===== config.mk =====
export PLATFORM = sky130hd
export DESIGN_NAME = base_bitunswap_pipe
export DESIGN_NICKNAME = d
export VERILOG_FILES = /design/src/rtl/base_pkg.sv /design/src/rtl/base_skid_reg.sv /design/src/rtl/base_bitunswap_pipe.sv
export SDC_FILE = /design/constraint.sdc
export NUM_CORES = 1
export LEC_CHECK = 0
export BUFFER_PORTS_ARGS = -buffer_cell sky130_fd_sc_hd__buf_2
export CORE_UTILIZATION = 45
export CTS_CLUSTER_DIAMETER = 200
export DETAILED_ROUTE_END_ITERATION = 10
export HOLD_SLACK_MARGIN = 0.05
export PLACE_DENSITY_LB_ADDON = 0.25
export SKIP_LAST_GASP = 1
export SLEW_MARGIN = 20
export SYNTH_ARGS = -nofsm -noshare
export SYNTH_HDL_FRONTEND = slang
export SYNTH_SLANG_ARGS = --single-unit

===== constraint.sdc =====
create_clock -name clk -period 3.2 [get_ports clk]
set_clock_uncertainty 0.1 [all_clocks]
set_input_delay 0.16 -clock clk [delete_from_list [all_inputs] [get_ports clk]]
set_output_delay 0.16 -clock clk [all_outputs]
set_load 0.05 [all_outputs]

===== src/rtl/base_pkg.sv =====
// Shared helpers for the little/big-endian bus adapters.
// Byte-reversal index mapping, usable in constant (elaboration-time) expressions.
package base_pkg;

    localparam int unsigned BASE_BYTE_W = 8;

    // Source bit index for output bit bit_idx when a bus of nbytes bytes is byte-reversed.
    function automatic int unsigned base_byterev(input int unsigned bit_idx,
                                                 input int unsigned nbytes);
        int unsigned b;
        int unsigned j;
        b = bit_idx / BASE_BYTE_W;
        j = bit_idx % BASE_BYTE_W;
        return BASE_BYTE_W * (nbytes - 1 - b) + j;
    endfunction

endpackage


===== src/rtl/base_skid_reg.sv =====
// Generic two-entry valid/ready skid buffer: main register drives the output, skid register
// absorbs the beat accepted while the output stalls. Ready is registered (no o_r -> i_r path).
module base_skid_reg #(
    parameter int unsigned Width = 8
) (
    input  logic             clk_i,
    input  logic             rst_ni,      // synchronous, active-low
    input  logic             in_valid_i,
    output logic             in_ready_o,
    input  logic [Width-1:0] in_data_i,
    output logic             out_valid_o,
    input  logic             out_ready_i,
    output logic [Width-1:0] out_data_o
);

    logic             m_v_q, m_v_d;
    logic             s_v_q, s_v_d;
    logic             rdy_q;
    logic [Width-1:0] m_data_q, m_data_d;
    logic [Width-1:0] s_data_q, s_data_d;
    logic             accept;
    logic             take;

    assign accept = in_valid_i & rdy_q;
    assign take   = m_v_q & out_ready_i;

    always_comb begin
        m_v_d    = m_v_q;
        s_v_d    = s_v_q;
        m_data_d = m_data_q;
        s_data_d = s_data_q;
        if (take) begin
            if (s_v_q) begin
                m_data_d = s_data_q;
                s_v_d    = 1'b0;
            end else begin
                m_v_d = 1'b0;
            end
        end
        // accept implies the skid slot is empty, so a beat never overwrites s_data_q
        if (accept) begin
            if (!m_v_q || take) begin
                m_v_d    = 1'b1;
                m_data_d = in_data_i;
            end else begin
                s_v_d    = 1'b1;
                s_data_d = in_data_i;
            end
        end
    end

    always_ff @(posedge clk_i) begin
        if (!rst_ni) begin
            m_v_q    <= 1'b0;
            s_v_q    <= 1'b0;
            rdy_q    <= 1'b0;
            m_data_q <= '0;
            s_data_q <= '0;
        end else begin
            m_v_q    <= m_v_d;
            s_v_q    <= s_v_d;
            rdy_q    <= ~s_v_d;
            m_data_q <= m_data_d;
            s_data_q <= s_data_d;
        end
    end

    assign in_ready_o  = rdy_q;
    assign out_valid_o = m_v_q;
    assign out_data_o  = m_data_q;

endmodule


===== src/rtl/base_bitunswap_pipe.sv =====
// Little-endian [width-1:0] input to big-endian [0:width-1] output, with optional per-beat
// byte reversal, a registered skid stage and a free-running accepted-beat counter.
module base_bitunswap_pipe
    import base_pkg::*;
#(
    parameter int unsigned width = 64,
    parameter int unsigned cnt_w = 32
) (
    input  logic             clk,
    input  logic             reset_n,
    input  logic             i_v,
    output logic             i_r,
    input  logic [width-1:0] i_d,
    input  logic             i_bswap,
    output logic             o_v,
    input  logic             o_r,
    output logic [0:width-1] o_d,
    output logic [cnt_w-1:0] o_beats
);

    localparam int unsigned NumBytes = width / BASE_BYTE_W;

    if ((width % BASE_BYTE_W) != 0 || width == 0) begin : g_bad_width
        $error("base_bitunswap_pipe: width must be a non-zero multiple of 8");
    end

    logic [width-1:0] mapped;
    logic [width-1:0] m_data;
    logic [cnt_w-1:0] beats_q, beats_d;
    logic             accept;

    // Same numeric index on both sides: the [0:n] declaration of o_d does the bit reversal.
    for (genvar k = 0; k < width; k++) begin : g_map
        localparam int unsigned Src = base_byterev(k, NumBytes);
        assign mapped[k] = i_bswap ? i_d[Src] : i_d[k];
        assign o_d[k]    = m_data[k];
    end

    base_skid_reg #(
        .Width (width)
    ) u_skid (
        .clk_i       (clk),
        .rst_ni      (reset_n),
        .in_valid_i  (i_v),
        .in_ready_o  (i_r),
        .in_data_i   (mapped),
        .out_valid_o (o_v),
        .out_ready_i (o_r),
        .out_data_o  (m_data)
    );

    assign accept = i_v & i_r;

    always_comb begin
        beats_d = beats_q;
        if (accept) begin
            beats_d = beats_q + cnt_w'(1);
        end
    end

    always_ff @(posedge clk) begin
        if (!reset_n) begin
            beats_q <= '0;
        end else begin
            beats_q <= beats_d;
        end
    end

    assign o_beats = beats_q;

endmodule

==> results of run 1 <==
metal layers:
layer | track usage | vias up
li1 | - | 3083
met1 | 0.272 | 2644
met2 | 0.307 | 133
met3 | 0.0543 | 14
met4 | 0.0678 | 0
met5 | 0 | -
power by group through the flow:
stage	Sequential, µW	Combinational (µW)	Clock [µW]
after global placement	2190	683	0
after floorplan	2410	283	0
after CTS	2150	715	1870
final	2140	712	1830
after global routing	2150	766	1960
after detailed placement	2190	686	0
cell type report:
type                       count  share of cell area
clock buffer                  21              0.0527
clock inverter                10             0.00673
inverter                       9             0.00406
multi-input combinational    519               0.408
sequential                   163               0.365
tap                          211              0.0296
timing repair buffer         199               0.134
stage by stage:
step,hold WS (ns),instances,total power [µW]
4_1_cts,0.0524,1132,4730
3_3_place_gp,0.348,1075,2870
6_report,0.0584,1132,4690
3_5_place_dp,0.351,1075,2880
2_1_floorplan,0.178,756,2690
5_1_grt,0.0604,1132,4880
sequential cells by signal, summed over array words and instances, names as in the netlist:
name / flops
u_skid.s_data_q: 64
u_skid.out_valid_o: 1
u_skid.s_v_q: 1
u_skid.in_ready_o: 1
u_skid.out_data_o: 64
o_beats: 32
worst max-delay path: cells and delay by family, from the launching register on:
kind | cells | cell delay [ns]
AND/OR/NAND/NOR | 3 | 1.50
AO/OA/AOI/OAI | 1 | 0.14
adder cells (fa/ha/maj) | 1 | 0.21
flip-flops | 1 | 0.40
path summary, 6_finish.rpt:
path	to	slack (ns)	start
max	o_beats[22]	0.77	o_beats[0]
min	u_skid.out_data_o[45]	0.06	i_d[21]
max reg2reg	o_beats[22]	0.77	o_beats[0]
min reg2reg	o_beats[31]	0.38	o_beats[31]
kinds of logic after synthesis:
group,after synthesis,synth area share
XOR/XNOR,11,0.0135
AO/OA/AOI/OAI,174,0.171
flip-flops,163,0.456
adder cells (fa/ha/maj),1,0.00175
multiplexers,128,0.190
buffers and inverters,74,0.0398
AND/OR/NAND/NOR,205,0.128
Yosys cell counts:
master / number / share of area
inv_2: 1 / 0.00052
or4_1: 12 / 0.013
a21oi_1: 23 / 0.016
nand4_1: 6 / 0.0052
buf_1: 8 / 0.0042
ha_1: 1 / 0.0017
and4_1: 3 / 0.0037
nor4_1: 3 / 0.0026
xnor2_1: 7 / 0.0086
nand3_1: 12 / 0.0084
o31ai_1: 10 / 0.010
o31a_1: 1 / 0.0012
xor2_1: 4 / 0.0049
clkbuf_1: 51 / 0.027
a211oi_1: 128 / 0.13
nand2_1: 10 / 0.0052
nor3b_1: 1 / 0.0010
and2_1: 1 / 0.00087
mux2i_1: 64 / 0.089
a31oi_1: 1 / 0.00087
o21a_1: 1 / 0.0010
or3_1: 11 / 0.0096
inv_1: 8 / 0.0042
o21ai_0: 10 / 0.0070
and3_1: 1 / 0.00087
mux2_2: 64 / 0.10
nor2_1: 140 / 0.073
nand4_2: 1 / 0.0017
dfxtp_1: 163 / 0.46
buf_2: 5 / 0.0035
clkbuf_2: 1 / 0.00070
nor3_1: 4 / 0.0028
what timing repair did:
item	in CTS	in global routing
buffers inserted	0	0
setup endpoints to repair	0	0
endpoints found under the hold margin	27	0
gates resized for setup	0	0
hold buffers	26	0
==> impl_results.md, run 1 <==
* Outcome: completed
* Max incr delay on CP at 0.80 ns
* Pint at 3390 µW
* # diodes at 0
* Longest Clk Path Bufs at 2
* Routed Antenna Nets at 0
* Max Slew Vio Count at 0
* Register area at 3260 µm²
* Vias in the first global route at 5,319
* Post-Syn Nets at 826
* Routed WL at 16,300 µm
* Critical path endpoint category: flop
* Slowest cell on crit path: or4_1
* PortBufs at 166
* Least-Margin Pin Slew at 0.796 ns
* Reg2reg path depth at 5
* Iteration-0 DRC Markers at 349
* Remaining global-route overflow at 0
* Synth warn at 0
* Routability cong. at 0.757
* Rel. slew slack at 0.470
* Synthesized area per cell at 9.47 µm²
* Final setup vio count at 0
* WHS Path Cells at 3
* Core Util, Final at 0.581
* I/O pin cnt at 167
* Final Hold Fails at 0
* WS Path Type: reg -> reg
* Wire length per cell at 14.4 µm
* Post-Synthesis Cells at 756
* WL met3 at 878 µm
* WL met1 at 7960 µm
* Post-Place Worst Slack at 0.792 ns
* Initial core utilization at 0.466
* # rows at 45
* H-tree Lvls at 4
* CP startpoint kind: flop
* Tightest Hold Check Type: in -> reg
* Sw Pwr at 1300 µW
* CP max FO at 19
* Commonest cells after routing, fill and taps aside: 165 x buf_2, 163 x dfxtp_1, 140 x nor2_1
* Multi-input gate area at 3640 µm²
* Fin crit share at 0.759
* Comb pwr share at 0.152
* HPWL Detailed at 10,600 µm
* Sequential fraction of the synthesis area at 0.456
* Final worst setup slack at 0.772 ns
* PwrDens at 525 nW/µm²
* First-pass GRT wire length at 26,300 µm
* Die footprint at 16,400 µm²
* CTS Sinks at 163
* Root buffer cell: clkbuf_16
* CTS buffer count at 17
* RSZ-0062 raised after global routing: no
* CORE AREA at 15,400 µm²
* Fillers at 1,412
* Largest net degree at the start of global routing at 129
* Clock power share at 0.390
* Worst EP required at 3.44 ns
* Cell repeated most along the worst path: or4_1
* Via density at 5.19
* DRC Markers at 0
* Synth cell types at 32
* Synthesized flop and latch total at 163
* Dpl cell area at 8140 µm²
* Area growth, synth to finish at 24.7%
* MaxCap Viol Count at 0
* Via count at 5,874
* Lkg Pwr at 0.00362 µW
* F_max at 412 MHz
* Die Y at 128 µm
* Tmin final at 2.43 ns
* Post-Syn Area at 7160 µm²
* Total global-route track usage at 0.200
* Post-route cell area at 8930 µm²
* Initial antenna violation count at 0
* Layout cells sized above 1 at 0.295
* Worst-Skew Late Latency at 0.42 ns
* Worst Path Arrival at 2.67 ns
* TNS Setup at 0 ns
* CTS tree: yes
* CTS clk-pin slew, worst paths at 0.06 ns
* Met2 Routed Length at 7250 µm
* Final Net Count at 979
* Max VDD drop at 0.379 mV
* Flop pwr share at 0.458
* DR top layer: met4
* DRT Pass-1 Iters at 4
* Sw Ratio at 0.277
* Die width at 128 µm
* Commonest non-fill, non-tap cell in the layout: buf_2
* Worst path cell trace: ha_1 -> nand4_1 -> or4_1 -> or4_1 -> a21oi_1
Power figures use the tool's default switching activity.
==> run 2, diff against run 1 <==
==> constraint.sdc (replaced) <==
create_clock -name clk -period 2.1 [get_ports clk]
set_clock_uncertainty 0.1 [all_clocks]
set_input_delay 0.105 -clock clk [delete_from_list [all_inputs] [get_ports clk]]
set_output_delay 0.105 -clock clk [all_outputs]
set_load 0.05 [all_outputs]
==> run 2 against run 1 <==
Compared with the run above: power is 67% higher; non-clock buffer count increased by 86; register-to-register slack lost 0.76 ns; sequential power up 52%; final cell count is 7.6% higher; critical path type unchanged; highest routed layer unchanged.
==> impl_results.md, run 2 (synthesis results as in run 1) <==
* Worst Path Buf+Inv at 1 (+1)
* H-tree Lvls at 4 (unchanged)
* RSZ-0062 raised after global routing: yes
* DRT Pass-1 Iters at 5 (+1)
* CP max FO at 11 (-8)
* Max Slew Vio Count at 0 (unchanged)
* Final total power at 7820 µW (+67%)
* Hold Slack at 0.0593 ns (+0.000892 ns)
* F_max at 478 MHz (+16%)
* CTS tree: yes
* Final Net Count at 1,065 (+8.8%)
* GR Layer Usage met1 at 0.281 (+0.00911)
* Lkg Pwr at 0.00409 µW (+13%)
* Outcome: completed
* Initial antenna violation count at 0 (unchanged)
* Final Hold Fails at 0 (unchanged)
* Max VDD drop at 0.597 mV (+58%)
* Post-Place Cells at 1,092 (+1.6%)
* Max incr delay on CP at 0.57 ns (-0.23 ns)
* Commonest non-fill, non-tap cell in the layout: buf_2
* Routed WL at 18,200 µm (+12%)
* Routability cong. at 0.738 (-2.5%)
* CTS buffer count at 17 (unchanged)
* Rel. slew slack at 0.676 (+0.206)
* Tmin final at 2.09 ns (-0.336 ns)
* Largest delay share family, worst path: simple AND/OR/NAND/NOR gates
* Final worst setup slack at 0.00805 ns (-0.764 ns)
* Post-route cell area at 10,000 µm² (+12%)
* Fin crit share at 0.996 (+0.238)
* Initial core utilization at 0.466 (unchanged)
* WS Path Type: reg -> reg
* Worst EP required at 2.36 ns (-1.08 ns)
* Met3 usage at 0.0643 (+0.0100)
* Remaining global-route overflow at 0 (unchanged)
* Post-Layout Cell Count at 1,218 (+7.6%)
* CP startpoint kind: flop
* Largest net degree at the start of global routing at 84 (-35%)
* Slowest cell on crit path: or4_4
* Die footprint at 16,400 µm² (unchanged)
* Wire length per cell at 14.9 µm (+3.7%)
* Via count at 6,391 (+8.8%)
* Least-Margin Pin Slew at 0.487 ns (-0.309 ns)
* Worst path cell trace: ha_4 -> nand4_1 -> or4_4 -> buf_12 -> or4_4 -> a21oi_2
* Dpl cell area at 8390 µm² (+3.1%)
* Total global-route track usage at 0.224 (+0.0236)
* Routed Antenna Nets at 0 (unchanged)
* MaxCap Viol Count at 0 (unchanged)
* Final setup vio count at 0 (unchanged)
* Iteration-0 DRC Markers at 319 (-8.6%)
* Via density at 5.25 (+1.1%)
* Post-Place Worst Slack at 0.0205 ns (-0.772 ns)
* I/O pin cnt at 167 (unchanged)
* PwrDens at 781 nW/µm² (+49%)
* Die Y at 128 µm (unchanged)
* Layout cells sized above 1 at 0.314 (+0.0188)
* Longest Clk Path Bufs at 2 (unchanged)
* PortBufs at 166 (unchanged)
* First-pass GRT wire length at 29,300 µm (+11%)
* GRT busiest layer: met2
* Worst Path Arrival at 2.35 ns (-0.32 ns)
* Root buffer cell: clkbuf_16
* Vias in the first global route at 5,968 (+12%)
* Die width at 128 µm (unchanged)
* Worst-Skew Late Latency at 0.42 ns (about the same)
* HPWL Detailed at 11,200 µm (+6.0%)
* DRC Markers at 0 (unchanged)
* CTS Sinks at 163 (unchanged)
* CORE AREA at 15,400 µm² (unchanged)
* Tightest Hold Check Type: in -> reg
* CTS clk-pin slew, worst paths at 0.06 ns (about the same)
* # rows at 45 (unchanged)
* Commonest cells after routing, fill and taps aside: 165 x buf_2, 143 x dfxtp_1, 140 x nor2_1
* Critical path endpoint category: flop
* Area growth, synth to finish at 39.8%
* Cell repeated most along the worst path: or4_4
* Met2 Use GR at 0.363 (+0.0569)
[run 2: through the flow]
stage | TNS, ns | util
final | 0 | 0.651
after global routing | -0.0756 | 0.651
after global placement | 0 | 0.546
after floorplan | -0.0305 | -
after detailed placement | 0 | 0.546
after CTS | 0 | 0.648
[run 2: what timing repair did]
| action | in CTS | in global routing |
|---|---|---|
| hold buffers | 93 | 0 |
| endpoints found under the hold margin | 111 | 0 |
| endpoints found under the setup margin | 0 | 10 |
| buffers inserted | 0 | 2 |
| resized for setup | 0 | 9 |
[run 2: worst min-delay path, delay by kind of cell]
family	cells	cell delay, ns
multiplexers	1	0.11
AO/OA/AOI/OAI	1	0.23
buffers and inverters	1	0.09
[run 2: metal layers]
metal,vias to the layer above,part of all wire
met2,128,0.48
met5,-,0
li1,3254,-
met3,25,0.049
met1,2984,0.46
met4,0,0.018
[run 2: worst paths after layout]
check	slack, ns	to	start	cells after the start
hold / removal	0.06	u_skid.out_data_o[23]	i_d[23]	3
hold reg to reg	0.39	o_beats[31]	o_beats[31]	2
setup / recovery	0.008	o_beats[22]	o_beats[0]	6
setup reg to reg	0.008	o_beats[22]	o_beats[0]	6
[run 2: layout make-up]
cell class                      count  area, µm²
Timing Repair Buffer              285       2100
Antenna cell                        1       2.50
Fill cell                        1264       5360
Sequential cell                   163       3300
Clock inverter                     11        175
Multi-Input combinational cell    519       3670
Clock buffer                       19        454
Inverter                            9       36.3
Tap cell                          211        264
[run 2: report_power, final]
| part | switching (µW) | internal [µW] |
|---|---|---|
| clock | 1260 | 2060 |
| sequential | 59.3 | 3200 |
| combinational | 760 | 482 |
| total | 2080 | 5740 |
